<file path="src/rtl/pcie_msg_sender.sv">
// Reads a message from SRAM and sends it as AXI4 INCR write bursts, one per fragment:
// a header beat followed by up to MAX_FRAG_BEATS payload beats from a 2-entry prefetch buffer.
module pcie_msg_sender #(
  parameter int DATA_WIDTH     = 256,
  parameter int ADDR_WIDTH     = 10,
  parameter int MAX_FRAG_BEATS = 16
) (
  input  logic                    clk,
  input  logic                    rst_n,
  input  logic                    cmd_valid,
  output logic                    cmd_ready,
  input  logic [ADDR_WIDTH-1:0]   cmd_sram_addr,
  input  logic [11:0]             cmd_len,
  input  logic [3:0]              cmd_tag,
  input  logic [63:0]             cmd_dest_addr,
  output logic                    sram_ren,
  output logic [ADDR_WIDTH-1:0]   sram_raddr,
  input  logic [DATA_WIDTH-1:0]   sram_rdata,
  output logic                    axi_awvalid,
  input  logic                    axi_awready,
  output logic [63:0]             axi_awaddr,
  output logic [7:0]              axi_awlen,
  output logic [2:0]              axi_awsize,
  output logic [1:0]              axi_awburst,
  output logic                    axi_wvalid,
  input  logic                    axi_wready,
  output logic [DATA_WIDTH-1:0]   axi_wdata,
  output logic [DATA_WIDTH/8-1:0] axi_wstrb,
  output logic                    axi_wlast,
  input  logic                    axi_bvalid,
  input  logic [1:0]              axi_bresp,
  output logic                    axi_bready,
  output logic                    done,
  output logic                    err
);
  typedef enum logic [1:0] {S_IDLE, S_AW, S_W, S_WAIT_B} state_e;
  localparam logic [11:0] MAX_L = 12'(MAX_FRAG_BEATS);

  state_e                  state_q, state_d;
  logic [ADDR_WIDTH-1:0]   addr_q, addr_d;
  logic [11:0]             len_q, len_d, remaining_q, remaining_d;
  logic [3:0]              tag_q, tag_d;
  logic [63:0]             dest_q, dest_d;
  logic [7:0]              frag_idx_q, frag_idx_d, rd_cnt_q, rd_cnt_d, beat_q, beat_d;
  logic                    done_q, done_d, err_q, err_d;
  logic [1:0]              cnt_q, cnt_d;
  logic                    inflight_q, inflight_d, wr_ptr_q, wr_ptr_d, rd_ptr_q, rd_ptr_d;
  logic [DATA_WIDTH-1:0]   buf_q [2];
  logic [7:0]              frag_len_c;
  logic [DATA_WIDTH-1:0]   header_c;
  logic                    pop_c, ren_c;
  logic [2:0]              occ_c;

  assign frag_len_c = (remaining_q < MAX_L) ? remaining_q[7:0] : MAX_L[7:0];
  // A payload pop this cycle frees a slot, which keeps reads streaming at one per cycle.
  assign pop_c = (state_q == S_W) && (beat_q != 8'd0) && (cnt_q != 2'd0) && axi_wready;
  assign occ_c = {1'b0, cnt_q} + {2'b00, inflight_q};
  assign ren_c = ((state_q == S_AW) || (state_q == S_W)) && (rd_cnt_q < frag_len_c) &&
                 (occ_c < (3'd2 + {2'b00, pop_c}));

  always_comb begin
    header_c        = '0;
    header_c[3:0]   = tag_q;
    header_c[11:4]  = frag_idx_q;
    header_c[12]    = (remaining_q == {4'b0000, frag_len_c});
    header_c[27:16] = {4'b0000, frag_len_c};
    header_c[39:28] = len_q;
  end

  assign sram_ren    = ren_c;
  assign sram_raddr  = addr_q;
  assign axi_awaddr  = dest_q;
  assign axi_awlen   = frag_len_c;
  assign axi_awsize  = 3'b101;
  assign axi_awburst = 2'b01;
  assign axi_wstrb   = '1;
  assign done        = done_q;
  assign err         = err_q;

  always_comb begin
    state_d     = state_q;
    addr_d      = addr_q + {{(ADDR_WIDTH-1){1'b0}}, ren_c};
    len_d       = len_q;
    tag_d       = tag_q;
    dest_d      = dest_q;
    frag_idx_d  = frag_idx_q;
    remaining_d = remaining_q;
    rd_cnt_d    = rd_cnt_q + {7'd0, ren_c};
    beat_d      = beat_q;
    done_d      = 1'b0;
    err_d       = 1'b0;
    cnt_d       = cnt_q + {1'b0, inflight_q} - {1'b0, pop_c};
    inflight_d  = ren_c;
    wr_ptr_d    = wr_ptr_q ^ inflight_q;
    rd_ptr_d    = rd_ptr_q ^ pop_c;
    cmd_ready   = 1'b0;
    axi_awvalid = 1'b0;
    axi_wvalid  = 1'b0;
    axi_wdata   = '0;
    axi_wlast   = 1'b0;
    axi_bready  = 1'b0;
    case (state_q)
      S_IDLE: begin
        cmd_ready = 1'b1;
        if (cmd_valid) begin
          addr_d      = cmd_sram_addr;
          len_d       = cmd_len;
          tag_d       = cmd_tag;
          dest_d      = cmd_dest_addr;
          frag_idx_d  = 8'd0;
          remaining_d = cmd_len;
          rd_cnt_d    = 8'd0;
          if (cmd_len == 12'd0) done_d = 1'b1;
          else                  state_d = S_AW;
        end
      end
      S_AW: begin
        axi_awvalid = 1'b1;
        if (axi_awready) begin
          state_d = S_W;
          beat_d  = 8'd0;
        end
      end
      S_W: begin
        axi_wvalid = (beat_q == 8'd0) || (cnt_q != 2'd0);
        axi_wdata  = (beat_q == 8'd0) ? header_c : buf_q[rd_ptr_q];
        axi_wlast  = (beat_q == frag_len_c);
        if (axi_wvalid && axi_wready) begin
          beat_d = beat_q + 8'd1;
          if (axi_wlast) state_d = S_WAIT_B;
        end
      end
      S_WAIT_B: begin
        axi_bready = 1'b1;
        if (axi_bvalid) begin
          if (axi_bresp == 2'b00) begin
            remaining_d = remaining_q - {4'b0000, frag_len_c};
            frag_idx_d  = frag_idx_q + 8'd1;
            rd_cnt_d    = 8'd0;
            if (remaining_q == {4'b0000, frag_len_c}) begin
              done_d  = 1'b1;
              state_d = S_IDLE;
            end else begin
              state_d = S_AW;
            end
          end else begin
            err_d   = 1'b1;
            state_d = S_IDLE;
          end
        end
      end
      default: state_d = S_IDLE;
    endcase
  end

  always_ff @(posedge clk or negedge rst_n) begin
    if (!rst_n) begin
      state_q     <= S_IDLE;
      addr_q      <= '0;
      len_q       <= '0;
      tag_q       <= '0;
      dest_q      <= '0;
      frag_idx_q  <= '0;
      remaining_q <= '0;
      rd_cnt_q    <= '0;
      beat_q      <= '0;
      done_q      <= 1'b0;
      err_q       <= 1'b0;
      cnt_q       <= '0;
      inflight_q  <= 1'b0;
      wr_ptr_q    <= 1'b0;
      rd_ptr_q    <= 1'b0;
    end else begin
      state_q     <= state_d;
      addr_q      <= addr_d;
      len_q       <= len_d;
      tag_q       <= tag_d;
      dest_q      <= dest_d;
      frag_idx_q  <= frag_idx_d;
      remaining_q <= remaining_d;
      rd_cnt_q    <= rd_cnt_d;
      beat_q      <= beat_d;
      done_q      <= done_d;
      err_q       <= err_d;
      cnt_q       <= cnt_d;
      inflight_q  <= inflight_d;
      wr_ptr_q    <= wr_ptr_d;
      rd_ptr_q    <= rd_ptr_d;
    end
  end

  // SRAM data lands one cycle after the read; capture it into the buffer slot.
  always_ff @(posedge clk) begin
    if (inflight_q) buf_q[wr_ptr_q] <= sram_rdata;
  end
endmodule
</file>
<file path="config.mk">
export PLATFORM = sky130hd
export DESIGN_NAME = pcie_msg_sender
export DESIGN_NICKNAME = d
export VERILOG_FILES = /design/src/rtl/pcie_msg_sender.sv
export SDC_FILE = /design/constraint.sdc
export NUM_CORES = 1
export LEC_CHECK = 0
export CAP_MARGIN = 20
export CORE_MARGIN = 2
export CORE_UTILIZATION = 31
export DETAILED_ROUTE_END_ITERATION = 10
export DONT_BUFFER_PORTS = 1
export GPL_ROUTABILITY_DRIVEN = 0
export PLACE_DENSITY = 0.56
export SYNTH_ARGS = -nofsm -noshare
export SYNTH_HDL_FRONTEND = slang
export SYNTH_SLANG_ARGS = --single-unit
</file>
<file path="constraint.sdc">
create_clock -name clk -period 7.3 [get_ports clk]
set_input_delay 1.825 -clock clk [delete_from_list [all_inputs] [get_ports clk]]
set_output_delay 1.825 -clock clk [all_outputs]
set_load 0.1 [all_outputs]
</file>
## Word-level counts from Yosys, hierarchy flattened

Memory sizes are Yosys's and may differ from the RTL's.
Cells that the tools add are included.

- Flip-flop bits (word level): 135
- RAM bits: 512
- Bits of input ports: 354
- Output and inout bits: 383
- Logic and storage cells: 107
- Memories kept: 1

- Add/subtract/negate cells: 9
- Magnitude comparators: 3
- Equality and inequality tests: 12
- Muxes and demuxes: 45
- Bitwise gates (word level): 2
- Reductions and logical operators: 20

Memory list:

| name | depth | bits a word | rd ports | clocked after Yosys merged registers in | wr ports | RTL line | source |
|---|---|---|---|---|---|---|---|
| buf_q | 2 | 256 | 1 | 0 | 1 | 48 | `logic [DATA_WIDTH-1:0] buf_q [2];` |

Operators by type and width:

| kind | number |
|---|---|
| $mux 256 | 2 |
| $mux 8 | 9 |
| $pmux 8 s2 | 3 |
| $mux 12 | 3 |
| $pmux 12 s2 | 1 |
| $mux 10 | 2 |
| $add 8x1->8 const B | 2 |
| $mux 1 | 16 |
| $mux 2 | 7 |
| $eq 12x8->1 | 1 |
| $logic_not 12->1 | 1 |
| $lt 12x5->1 const B | 1 |
| $sub 12x8->12 | 1 |
| $add 10x1->10 | 1 |
| $ne 2x2->1 const B | 5 |
| $add 8x1->8 | 1 |
| $eq 8x8->1 | 1 |
| $logic_not 8->1 | 1 |
| $lt 8x8->1 | 1 |
| $pmux 2 s4 | 1 |
| $reduce_bool 8->1 | 1 |
| $logic_and 1x1->1 | 6 |
| $reduce_and 6->1 | 1 |
| $reduce_bool 2->1 | 3 |
| other kinds (15) | 20 |

## Logic depth before layout (Yosys ltp)

- Word-level depth: 11
- Gate-level depth with buffers: 14

## Worst setup path after synthesis

Ideal clock, no wire load.

- Path type: flip-flop to flip-flop
- Start: reg wr_ptr_q
- End: mem buf_q[0][0], enable pin
- Setup time: 0.651 ns
- Arrival time: 6.301 ns
- Required time: 6.649 ns
- Path slack: 0.348 ns
- Cell stages (with the launch flop): 3
- Path buffers: 0
- Clock period less this slack: 6.952 ns
- Path through: dfrtp_1 > inv_1 > ha_1

RTL lines:

| element | RTL line | source |
|---|---|---|
| start, declared | 47 | `logic inflight_q, inflight_d, wr_ptr_q, wr_ptr_d, rd_ptr_q, rd_ptr_d;` |
| start signal, assigned | 187 | `wr_ptr_q <= wr_ptr_d;` |
| end, declared | 48 |  |

Straight into the memory's write port.

## Worst setup path in the final report

- Start: reg remaining_q[9]
- End: out axi_wdata[19]

- Longest elaborated chain between the ends: 4

RTL lines:

| element | RTL line | source |
|---|---|---|
| start, declared | 41 | `logic [11:0] len_q, len_d, remaining_q, remaining_d;` |
| start signal, assigned | 180 | `remaining_q <= remaining_d;` |
| $lt 12x5->1 | 54 | `assign frag_len_c = (remaining_q < MAX_L) ? remaining_q[7:0] : MAX_L[7:0];` |
| $mux 8 | 54 |  |
| via axi_awlen[3] | 22 | `output logic [7:0] axi_awlen,` |
| $mux 256 | 126 | `axi_wdata = (beat_q == 8'd0) ? header_c : buf_q[rd_ptr_q];` |
| $mux 256 | 102 | `case (state_q)` |
| end, declared | 27 | `output logic [DATA_WIDTH-1:0] axi_wdata,` |

The timed path passes the listed nets, and every way through them passes these cells.

==> results.py <==
metrics = {
    "global_routing": {
        "groute.usage.overall": 0.146,
        "grt_max_degree": 136,
        "grt_pass1_wl_mm": 95.0,
        "grt_overflow": 0,
        "grt_pass1_vias": 14800,
        "busiest_layer": "met2",
        "grt_util_met1": 0.149,
        "gr-usage-met3": 0.0651,
        "antenna_found_initial": 6,
        "grt_use_met2": 0.264,
    },
    "critical_path": {
        "path_class": "reg -> out",
        "r2r_slack_ps": 3520,
        "critPathArrivalTime_ps": 3830,
        "startpoint": "remaining_q[9]",
        "timing.critical_path.fanout_max": 10,
        "r2r-start": "remaining_q[9]",
        "worst_setup_path_end_kind": "primary output",
        "cpPeakStageDelay_ps": 930,
        "required_ps": 5480,
        "crit_path_top_delay_cell": "a211oi_4",
        "cp_cell_sequence": "or4_4, nor2_8, nand2_1, inv_1, nor2_1, a211oi_4",
        "startpoint_type": "register",
    },
    "sta": {
        "rsz0062_at_grt": "no",
        "slew_headroom": 0.0565,
        "fin_setup_tns_ps": 0,
        "setup_violations": 0,
        "tightest_slew_ps": 1420,
        "max_freq_ghz": 0.177,
        "hold_violations": 0,
        "period_minus_slack_ps": 5660,
        "finalCritPeriodShare": 0.775,
        "slew_viol_final": 0,
        "fin_skew_ps": 23.8,
    },
    "hold_path": {
        "worstHoldStart": "cnt_q[1]",
        "hold_class": "reg -> reg",
    },
    "run": {
        "maxCapViolCount": 0,
    },
    "run_status": {
        "status": "finished, final reports clean",
    },
    "synthesis": {
        "synth_edf_count": 512,
        "synth.most_common_cell": "edfxtp_1",
        "netlist_instances": 1708,
        "post-synth-top-area-cell": "edfxtp_1",
        "synth_area_um2": 26000,
        "async_reset_ff_frac": 0.209,
        "ys_seq_elements": 647,
        "yosysTopAreaCellShare": 0.590,
        "yosys-top-cells-area": "edfxtp_1 (59%), dfrtp_1 (13%), mux2i_1 (10%)",
        "ys_seq_area_frac": 0.720,
        "yosys_warnings": 0,
        "yosys-top-cells-count": "edfxtp_1 (512), nor2_1 (305), mux2i_1 (259)",
        "synth_area_per_cell_um2": 15.2,
        "ys_types": 61,
        "synth-main-ff-cell": "edfxtp_1",
    },
    "final_layout": {
        "stdcell_area_um2": 31300,
        "drive_gt1_frac": 0.315,
        "final_nets": 2195,
        "area_delta_synth_final_pct": 20.0,
    },
    "floorplanning": {
        "dieArea_um2": 86400,
        "fp.coreArea_um2": 83400,
        "dieWidth_um": 294,
        "fp.dieH_um": 294,
        "start_util": 0.312,
        "pin_count": 737,
        "num_rows": 106,
    },
    "clock_network": {
        "cts.path.max_buffers": 3,
        "path_clk_slew_ps": 60,
        "cts_setup_buffers": 0,
        "cts_tree": "yes",
        "insertion_delay_ps": 610,
        "cts_resized": 0,
        "clock_sinks": 647,
        "htree_num_levels": 3,
        "root_buffer": "clkbuf_16",
        "cts_buffers": 73,
        "cts_hold_buf": 0,
    },
    "place": {
        "portBuffers": 0,
        "place_hpwl_mm": 45.8,
        "place_area_um2": 28900,
    },
    "drt": {
        "drc": 0,
        "ant_nets": 0,
        "routed_wl_mm": 65.9,
        "viasPerCell": 4.78,
        "drtIter0Drc": 752,
        "vias": 14100,
        "drt_pass1_iterations": 6,
        "wl_per_cell_um": 22.3,
    },
}
## flip-flops by register name (all words and copies together), names as in the netlist, 4 cells and up
| signal | count |
|---|---|
| axi_awaddr | 64 |
| remaining_q | 12 |
| rd_cnt_q | 8 |
| frag_idx_q | 8 |
| buf_q | 512 |
| len_q | 12 |
| tag_q | 4 |
| sram_raddr | 10 |
| beat_q | 8 |
## placed cells by master, fill, tap and decap left out, types with 18 or more instances in the layout
| master | synthesis | routed |
|---|---|---|
| ha_1 | 25 | 22 |
| conb_1 | 2 | 44 |
| nor2_2 | 0 | 229 |
| mux2_2 | 82 | 82 |
| buf_4 | 45 | 112 |
| clkbuf_16 | 0 | 74 |
| nor2_1 | 305 | 76 |
| a211oi_4 | 0 | 30 |
| dfrtp_1 | 135 | 134 |
| xor2_1 | 19 | 19 |
| edfxtp_1 | 512 | 512 |
| nand2_1 | 30 | 28 |
| mux2i_1 | 259 | 259 |
| nand3_1 | 19 | 19 |
| a21oi_1 | 26 | 26 |
| o21ai_0 | 18 | 18 |
## final timing paths
kind                                  to  cells after the start
max                        axi_wdata[19]                      6
min                             cnt_q[1]                      1
max reg2reg                sram_raddr[9]                     15
min reg2reg                     cnt_q[1]                      1
max in group asynchronous       rd_ptr_q                      0
min in group asynchronous  sram_raddr[6]                      0
## final cells by class
cell class / count / area [µm²]
Antenna cell: 2 / 5.00
Sequential cell: 647 / 18800
Clock buffer: 89 / 1920
Inverter: 18 / 73.8
Clock inverter: 43 / 454
Multi-Input combinational cell: 958 / 7730
Timing Repair Buffer: 118 / 968
Fill cell: 7758 / 52200
Tap cell: 1080 / 1350
## through the flow
step           std cells  worst slack (ps)  utilization  hold WS, ps
2_1_floorplan       1750               348            -          465
3_3_place_gp        2819              2270        0.346          488
3_5_place_dp        2821              2270        0.346          491
4_1_cts             2953              1600        0.375          499
5_1_grt             2955              1430        0.375          524
6_report            2955              1640        0.375          503
## kinds of logic (layout without fill, tap and decap cells)
group | after synthesis | count (layout) | share of synthesized area
AOI/OAI and AO/OA | 104 | 104 | 0.0263
xor gates and xnor gates | 30 | 30 | 0.0101
adders and majority gates | 25 | 25 | 0.0120
buffers and inverters | 145 | 268 | 0.0276
DFF | 647 | 647 | 0.720
muxes | 342 | 342 | 0.135
other | 2 | 46 | 0.000288
and+or+nand+nor | 413 | 413 | 0.0682
## critical path: cells and delay by family (launching register included)
family | cells | cell delay [ps]
AO/OA/AOI/OAI | 1 | 930
buffers and inverters | 1 | 680
AND/OR/NAND/NOR | 4 | 1160
flip-flops | 1 | 450
## metal layers
layer  vias up  wire, µm
li1       6368         -
met1      6997     22500
met2       652     34800
met3       112      7060
met4         4      1540
met5         -        31
Power is left out: the tool's default activity adds up to more than one toggle a clock period on the data nets, which glitch-free logic cannot reach.
